===== config.mk =====
export PLATFORM = sky130hd
export DESIGN_NAME = mean_sequencer
export DESIGN_NICKNAME = d
export VERILOG_FILES = /design/src/rtl/mean_pkg.sv /design/src/rtl/seq_divider.sv /design/src/rtl/mean_sequencer.sv
export SDC_FILE = /design/constraint.sdc
export NUM_CORES = 1
export LEC_CHECK = 0
export CAP_MARGIN = 20
export CORE_UTILIZATION = 60
export DETAILED_ROUTE_END_ITERATION = 7
export PLACE_DENSITY_LB_ADDON = 0.25
export SLEW_MARGIN = 20
export SYNTH_ARGS = -nofsm -noshare
export SYNTH_HDL_FRONTEND = slang
export SYNTH_HIERARCHICAL = 1
export SYNTH_SLANG_ARGS = --single-unit

===== constraint.sdc =====
create_clock -name clk -period 7.5 [get_ports clk]
set_input_delay 1.125 -clock clk [delete_from_list [all_inputs] [get_ports clk]]
set_output_delay 1.125 -clock clk [all_outputs]
set_load 0.01 [all_outputs]

===== src/rtl/mean_pkg.sv =====
// Shared state encoding and default sizing for the mean sequencer.
package mean_pkg;

  localparam int DEFAULT_WIDTH     = 32;
  localparam int DEFAULT_N_SAMPLES = 6;
  localparam int COUNT_W           = 8;

  typedef enum logic [1:0] {
    ACCUM  = 2'd0,
    DIVIDE = 2'd1,
    HOLD   = 2'd2
  } state_e;

endpackage


===== src/rtl/seq_divider.sv =====
// Restoring divider: WIDTH iterations, one quotient bit per clock.
// A start pulse loads the operands; done pulses for one cycle after the last bit.
module seq_divider #(
  parameter int WIDTH = 32
) (
  input  logic             clk,
  input  logic             rst,
  input  logic             start,
  input  logic [WIDTH-1:0] dividend,
  input  logic [WIDTH-1:0] divisor,
  output logic             busy,
  output logic             done,
  output logic [WIDTH-1:0] quotient,
  output logic [WIDTH-1:0] remainder
);

  localparam int CNT_W = $clog2(WIDTH + 1);

  logic [CNT_W-1:0] cnt_q, cnt_d;
  logic [WIDTH-1:0] quo_q, quo_d;
  logic [WIDTH-1:0] rem_q, rem_d;
  logic             busy_q, busy_d;
  logic             done_q, done_d;
  logic [WIDTH:0]   partial;
  logic [WIDTH:0]   trial;

  always_comb begin
    partial = {rem_q, quo_q[WIDTH-1]};
    // Borrow out of the trial subtraction means the divisor did not fit.
    trial   = partial - {1'b0, divisor};
    quo_d   = quo_q;
    rem_d   = rem_q;
    cnt_d   = cnt_q;
    busy_d  = busy_q;
    done_d  = 1'b0;
    if (start) begin
      quo_d  = dividend;
      rem_d  = '0;
      cnt_d  = CNT_W'(WIDTH);
      busy_d = 1'b1;
    end else if (busy_q) begin
      if (!trial[WIDTH]) begin
        rem_d = trial[WIDTH-1:0];
        quo_d = {quo_q[WIDTH-2:0], 1'b1};
      end else begin
        rem_d = partial[WIDTH-1:0];
        quo_d = {quo_q[WIDTH-2:0], 1'b0};
      end
      cnt_d = cnt_q - CNT_W'(1);
      if (cnt_q == CNT_W'(1)) begin
        busy_d = 1'b0;
        done_d = 1'b1;
      end
    end
  end

  always_ff @(posedge clk or posedge rst) begin
    if (rst) begin
      cnt_q  <= '0;
      quo_q  <= '0;
      rem_q  <= '0;
      busy_q <= 1'b0;
      done_q <= 1'b0;
    end else begin
      cnt_q  <= cnt_d;
      quo_q  <= quo_d;
      rem_q  <= rem_d;
      busy_q <= busy_d;
      done_q <= done_d;
    end
  end

  assign busy      = busy_q;
  assign done      = done_q;
  assign quotient  = quo_q;
  assign remainder = rem_q;

endmodule


===== src/rtl/mean_sequencer.sv =====
// Accumulates N_SAMPLES unsigned samples and presents sum / N_SAMPLES with remainder.
// Define MEAN_ROUND_EN to round the mean to nearest instead of truncating.
module mean_sequencer
  import mean_pkg::*;
#(
  parameter int WIDTH     = DEFAULT_WIDTH,
  parameter int N_SAMPLES = DEFAULT_N_SAMPLES
) (
  input  logic             clk,
  input  logic             rst,
  input  logic             in_valid,
  input  logic [WIDTH-1:0] in_data,
  output logic             in_ready,
  output logic             out_valid,
  input  logic             out_ready,
  output logic [WIDTH-1:0] mean,
  output logic [WIDTH-1:0] remainder,
  output logic             overflow
);

  state_e             state_q, state_d;
  logic [WIDTH-1:0]   sum_q, sum_d;
  logic [COUNT_W-1:0] count_q, count_d;
  logic               ovf_q, ovf_d;
  logic [WIDTH-1:0]   mean_q, mean_d;
  logic [WIDTH-1:0]   rem_q, rem_d;

  logic               accept;
  logic               last_sample;
  logic               frame_ovf;
  logic               div_start;
  logic               div_busy;
  logic               div_done;
  logic [WIDTH:0]     sum_ext;
  logic [WIDTH-1:0]   div_quo;
  logic [WIDTH-1:0]   div_rem;
  logic [WIDTH-1:0]   rounded_mean;

  assign in_ready    = (state_q == ACCUM) && !rst;
  assign out_valid   = (state_q == HOLD);
  assign accept      = in_valid && in_ready;
  assign sum_ext     = {1'b0, sum_q} + {1'b0, in_data};
  assign last_sample = (count_q == COUNT_W'(N_SAMPLES - 1));
  assign frame_ovf   = ovf_q | sum_ext[WIDTH];
  // The divider loads the final sum on the same edge that accepts the last sample.
  assign div_start   = accept && last_sample && !frame_ovf;

  seq_divider #(
    .WIDTH(WIDTH)
  ) u_divider (
    .clk      (clk),
    .rst      (rst),
    .start    (div_start),
    .dividend (sum_ext[WIDTH-1:0]),
    .divisor  (WIDTH'(N_SAMPLES)),
    .busy     (div_busy),
    .done     (div_done),
    .quotient (div_quo),
    .remainder(div_rem)
  );

`ifdef MEAN_ROUND_EN
  localparam logic [WIDTH:0] N_EXT = (WIDTH + 1)'(N_SAMPLES);
  assign rounded_mean = ({div_rem, 1'b0} >= N_EXT) ? div_quo + WIDTH'(1) : div_quo;
`else
  assign rounded_mean = div_quo;
`endif

  always_comb begin
    state_d = state_q;
    sum_d   = sum_q;
    count_d = count_q;
    ovf_d   = ovf_q;
    mean_d  = mean_q;
    rem_d   = rem_q;
    case (state_q)
      ACCUM: begin
        if (accept) begin
          sum_d   = sum_ext[WIDTH-1:0];
          count_d = count_q + COUNT_W'(1);
          ovf_d   = frame_ovf;
          if (last_sample) begin
            state_d = DIVIDE;
          end
        end
      end
      DIVIDE: begin
        // An overflowed frame skips the divider and reports zeros one edge later.
        if (ovf_q) begin
          state_d = HOLD;
          mean_d  = '0;
          rem_d   = '0;
        end else if (div_done && !div_busy) begin
          state_d = HOLD;
          mean_d  = rounded_mean;
          rem_d   = div_rem;
        end
      end
      HOLD: begin
        if (out_ready) begin
          state_d = ACCUM;
          sum_d   = '0;
          count_d = '0;
          ovf_d   = 1'b0;
        end
      end
      default: state_d = ACCUM;
    endcase
  end

  always_ff @(posedge clk or posedge rst) begin
    if (rst) begin
      state_q <= ACCUM;
      sum_q   <= '0;
      count_q <= '0;
      ovf_q   <= 1'b0;
      mean_q  <= '0;
      rem_q   <= '0;
    end else begin
      state_q <= state_d;
      sum_q   <= sum_d;
      count_q <= count_d;
      ovf_q   <= ovf_d;
      mean_q  <= mean_d;
      rem_q   <= rem_d;
    end
  end

  assign mean      = mean_q;
  assign remainder = rem_q;
  assign overflow  = ovf_q;

endmodule


* Word level (Yosys, flattened, before mapping)
Index checks and enable logic that the tools add are counted.
** Cells by class
- $add $sub $neg :: 4
- Multipliers :: 0
- Divide/modulo/power cells :: 0
- Magnitude comparators :: 0
- Equal/unequal tests :: 8
- Shift-type cells :: 0
- Mux-type cells :: 33
- Bitwise gates (word level) :: 1
- Reductions and logical operators :: 15
** Operators by type and width (number)
- 32-bit 2-to-1 mux :: 11
- 32-bit case mux with 2 select lines :: 1
- 32-bit by 32-bit adder with 33-bit output :: 1
- 33-bit by 3-bit subtractor with 33-bit output, second input constant :: 1
- 8-bit 2-to-1 mux :: 2
- 8-bit case mux with 2 select lines :: 1
- 6-bit 2-to-1 mux :: 2
- 2-bit 2-to-1 mux :: 5
- 1-bit 2-to-1 mux :: 9
- 8-bit by 1-bit adder with 8-bit output, second input constant :: 1
- 8-bit by 3-bit == test with 1-bit output, second input constant :: 1
- 6-bit by 1-bit == test with 1-bit output, second input constant :: 1
- 2-bit case mux with 3 select lines :: 1
- 2-bit nonzero test :: 3
- 6-bit by 1-bit subtractor with 6-bit output, second input constant :: 1
- 1-bit logical AND :: 5
- 2-bit != test, second input constant :: 2
- 4-bit AND reduction :: 1
- 1-bit zero test :: 3
- 3-bit != test, second input constant :: 1
- 3-bit AND reduction :: 1
- 2-bit by 1-bit == test with 1-bit output, second input constant :: 1
- 2-bit == test, second input constant :: 1
- 2-bit zero test :: 1
- other kinds (4) :: 4
** Word-level totals
- Register bits :: 179
- Latch bits :: 0
- RAM bits :: 0
- Bits in read-only memories :: 0
- Input port bits :: 36
- Output and inout bits :: 67
- Logic and storage cells :: 72
- Memories kept :: 0

* Depth between registers and ports, before layout
- Depth in word-level cells :: 6
- Gate-level depth with buffers :: 14

* Modules after synthesis
The synthesis kept the hierarchy.
** Modules (own cells, without submodules)
- mean_sequencer :: times used 1, cells an instance 685, area each 6190.9 µm²
- seq_divider :: times used 1, cells an instance 606, area each 5228.8 µm²

* Worst setup path before layout
No wires, ideal clock.
- Path kind :: input port to flip-flop
- Start :: input rst
- End :: register u_divider.rem_q[31] (netlist: u_divider/remainder[31])
- Arrival :: 5.162 ns
- Path slack :: 2.204 ns
- Stages on the path :: 8
- Buffers on the path :: 3
- Cells stage by stage :: inv_1 > and3_1 > clkbuf_1 > nand4_1 > nor2b_1 > clkbuf_1 > clkbuf_1 > o22ai_1
** Between the ends
- Longest elaborated chain between the ends :: 6
- Elaborated cells on any way between the ends :: 7
- Those cells by class :: mux: 1; reduce/logical: 6
** Ends and longest elaborated chain
- start: declaration :: RTL line mean_sequencer.sv:10 : input logic rst,
- 1-bit zero test (no source line) (*)
- 1-bit logical AND (*) :: RTL line mean_sequencer.sv:39 : assign in_ready = (state_q == ACCUM) && !rst;
- 1-bit logical AND (*) :: RTL line mean_sequencer.sv:41 : assign accept = in_valid && in_ready;
- 1-bit logical AND (*) (2 in a row) :: RTL line mean_sequencer.sv:46 : assign div_start = accept && last_sample && !frame_ovf;
- via div_start :: RTL line mean_sequencer.sv:31 : logic div_start;
- 32-bit 2-to-1 mux / 2-bit nonzero test (equally long branches)
- end signal: assignment :: RTL line seq_divider.sv:67 : rem_q <= rem_d;
- end: declaration :: RTL line seq_divider.sv:21 : logic [WIDTH-1:0] rem_q, rem_d;
Mark *: on every way through the listed nets, which the timed path passes. The rest lies on a longest branch.
A chain may end at the register's enable or synchronous reset.

* Worst setup path after layout
- Start :: input in_data[0]
- End :: register u_divider.quo_q[23] (netlist: u_divider/quotient[23])
** Between the ends
- Longest elaborated chain between the ends :: 5
- Elaborated cells on any way between the ends :: 6
- Those cells by class :: add/sub: 1; mux: 1; bitwise: 1; reduce/logical: 3
** Ends and longest elaborated chain
- start: declaration :: RTL line mean_sequencer.sv:12 : input logic [WIDTH-1:0] in_data,
- 32-bit by 32-bit adder with 33-bit output (*) :: RTL line mean_sequencer.sv:42 : assign sum_ext = {1'b0, sum_q} + {1'b0, in_data};
- 1-bit OR (*) :: RTL line mean_sequencer.sv:44 : assign frame_ovf = ovf_q | sum_ext[WIDTH];
- 1-bit zero test (*) :: RTL line mean_sequencer.sv:46
- 1-bit logical AND (*) :: RTL line mean_sequencer.sv:46
- via div_start :: RTL line mean_sequencer.sv:31
- 32-bit 2-to-1 mux / 2-bit nonzero test (equally long branches)
- end signal: assignment :: RTL line seq_divider.sv:66 : quo_q <= quo_d;
- end: declaration :: RTL line seq_divider.sv:20 : logic [WIDTH-1:0] quo_q, quo_d;
Marked as above.

==> results_dict.tcl <==
set metrics [dict create \
    max-slew-margin-rel 0.378 \
    rsz0062_at_grt "no" \
    final_common_cell "dfrtp_1" \
    status "finished clean" \
    first_pass_iters 5 \
    final_util 0.713 \
    drcViolationCount 0 \
    core-area_um2 18700 \
    synth_warnings 6 \
    worst_skew_pair.late_latency_ns 0.44 \
    antenna_found_initial 0 \
    cp_data_arrival_time_ns 4.98 \
    critical_path_class "input pin to register" \
    grt_max_degree 130 \
    min_path_type "register to register" \
    fin_hold_ws_ns 0.477 \
    grt_pass1_wl_um 45100 \
    htreeDepth 4 \
    cpPeakStageDelay_ns 0.52 \
    period_share 0.618 \
    tightest_slew_ns 0.933 \
    final_nets 1488 \
    synth_edf_count 0 \
    vias 9501 \
    finalClockSkew_ns 0.0113 \
    power_density_nw_per_um2 461 \
    io_pins 103 \
    place.gp.congestion 0.943 \
    syn_avg_cell_area_um2 8.85 \
    fillers 1483 \
    cts_root_buf "clkbuf_16" \
    cp_num_buf_inv 3 \
    syn_area_um2 11400 \
    globalRouteOverflowTotal 0 \
    drtIter0Drc 575 \
    hold_buffers 0 \
    ys_seq_area_frac 0.392 \
    antenna_cells 0 \
    cp.required_ns 7.84 \
    postCtsResizedCells 0 \
    path_delay_family "compound AO/OA/AOI/OAI gates" \
    initial_utilization 0.611 \
    wirelength_um 26500 \
    fin_tns_setup_ns 0 \
    rows 50 \
    grt_use_total 0.286 \
    clockBufferDepth 2 \
    end_kind "register" \
    clkTransAtPathRegs_ns 0.07 \
    hold_viol 0 \
    port_buffers 102 \
    die_area_um2 19600 \
    ys_seq_elements 179 \
    die_w_um 140 \
    post_cts_buffers 0 \
    cp_max_fo 58 \
    hpwl_um 18800 \
    clock.fmax_ghz 0.216 \
    cts.sinks 179 \
    ir_drop_mv 0.237 \
    cts_buffers 17 \
    crit_chain "clkdlybuf4s50_1 -> ha_1 -> fa_1 -> a21o_1 -> a221oi_2 -> o21ai_2 -> a311oi_4 -> o21ai_1 -> a211oi_2 -> nor2b_4 -> buf_16 -> buf_12 -> nand2_1 -> o21ai_0" \
    die_h_um 140 \
    wire_per_inst_um 16.3 \
    synthCells 1291 \
    grt_pass1_vias 9452 \
    drive_above_1_share 0.0466 \
    final_max_slew_viol_count 0 \
    async_reset_ff_frac 1.00 \
    cp_slowest_cell "nor2b_4" \
    start_kind "input pin" \
    ys.flop_type "dfrtp_1" \
    p_leak_nw 5.89 \
    cts_tree "built" \
    vias_per_cell 5.83 \
    mostFrequentLayoutCells "dfrtp_1, nand2_1, o21ai_0" \
    syn2layout_area_growth_pct 16.7 \
    setup_viol 0 \
    antenna_left 0 \
    synth_cell_types 73 \
    max-cap-violations 0 \
    fin_crit_ns 4.64 \
]
[state kept, by name, summed over array words and instances (netlist names)]
signal and cells:
state_q 2, u_divider/remainder 32, count_q 8, u_divider/quotient 32, u_divider/cnt_q 6, remainder 32, mean 32, sum_q 32
u_divider/done 1, overflow 1, u_divider/busy 1
[power by group]
part	switching [W]	leakage [nW]	total [W]	internal, W
Clock	0.000418	0.324	0.000999	0.000581
Sequential	0.000399	2.18	0.00179	0.00139
Combinational	0.00183	3.39	0.00335	0.00152
Total	0.00265	5.89	0.00614	0.00349
[kinds of logic (layout without fill, tap and decap cells)]
logic type | count (synthesis) | in the layout | synth area share
and+or+nand+nor | 408 | 408 | 0.169
AOI/OAI and AO/OA | 376 | 376 | 0.209
DFF | 179 | 179 | 0.392
buffers and inverters | 128 | 202 | 0.0452
adders and majority gates | 70 | 70 | 0.0780
xor gates and xnor gates | 68 | 68 | 0.0538
muxes | 60 | 60 | 0.0527
other | 2 | 32 | 0.000658
[stage by stage]
step | instances | setup WS (ns) | power, W | instance area, um2
final | 1629 | 2.86 | 0.00614 | 13300
after global routing | 1629 | 2.59 | 0.00661 | 13300
after CTS | 1628 | 2.59 | 0.00614 | 13300
after detailed placement | 1596 | 2.16 | 0.00510 | 12600
after global placement | 1596 | 2.24 | 0.00502 | 12600
after floorplan | 1321 | 2.20 | 0.00418 | 11500
[worst reg2reg max path, delay by kind of cell (launching register included)]
| kind | cells | cell delay (ns) |
|---|---|---|
| flip-flops | 1 | 0.39 |
| AO/OA/AOI/OAI | 7 | 1.72 |
| adder cells (fa/ha/maj) | 2 | 0.61 |
| AND/OR/NAND/NOR | 2 | 0.62 |
| buffers and inverters | 2 | 0.51 |
[path summary, 6_finish.rpt]
path                                          start                            endpoint  slack [ns]  cells after the start
min reg2reg                remainder[3]$_DFFE_PP0P_            remainder[3]$_DFFE_PP0P_        0.48                      2
max in group asynchronous                       rst                mean[19]$_DFFE_PP0P_        5.06                      3
max                                      in_data[0]  u_divider/quotient[23]$_DFFE_PP0P_        2.86                     14
min                        remainder[3]$_DFFE_PP0P_            remainder[3]$_DFFE_PP0P_        0.48                      2
max reg2reg                    sum_q[0]$_DFFE_PP0P_  u_divider/quotient[23]$_DFFE_PP0P_        3.58                     13
min in group asynchronous                       rst                mean[27]$_DFFE_PP0P_        1.13                      2
[cell type report]
type | instances | area [um2] | share of cell area
sequential | 179 | 4480 | 0.336
clock inverter | 14 | 214 | 0.0161
multi-input combinational | 1014 | 6550 | 0.491
timing repair buffer | 112 | 1130 | 0.0849
clock buffer | 18 | 439 | 0.0329
inverter | 58 | 220 | 0.0165
tap | 234 | 293 | 0.0220
[cells in the mapped netlist (3+ instances only)]
library cell | count | area (um2)
nand3b_1 | 4 | 30.0
a211oi_2 | 3 | 37.5
a21oi_1 | 77 | 385
o21bai_1 | 7 | 52.6
o21ai_1 | 12 | 60.1
o22ai_1 | 5 | 31.3
o221ai_1 | 3 | 26.3
and3_1 | 11 | 68.8
o211ai_1 | 12 | 90.1
dfrtp_1 | 179 | 4480
nor2b_1 | 6 | 37.5
nand2b_1 | 75 | 469
xor2_1 | 31 | 272
clkbuf_1 | 58 | 218
ha_1 | 68 | 851
a31oi_1 | 11 | 68.8
a21boi_0 | 3 | 22.5
a22o_1 | 26 | 228
nand2_1 | 168 | 631
or3_1 | 3 | 18.8
nor2_1 | 80 | 300
xnor2_1 | 36 | 315
nand4_1 | 14 | 87.6
a21o_1 | 16 | 120
o21ai_0 | 130 | 651
buf_2 | 7 | 35.0
o31ai_1 | 5 | 37.5
a211oi_1 | 30 | 225
and2_1 | 9 | 56.3
o21a_1 | 10 | 75.1
nand3_1 | 18 | 90.1
nor3_1 | 9 | 45.0
inv_1 | 58 | 218
mux2i_1 | 59 | 591
[metal layers]
layer | up-vias | GRT usage | part of all wire
li1 | 4699 | - | -
met1 | 4538 | 0.371 | 0.46
met2 | 222 | 0.494 | 0.49
met3 | 42 | 0.0304 | 0.030
met4 | 0 | 0.106 | 0.022
met5 | - | 0 | 0
(Power assumes the default switching activity.)
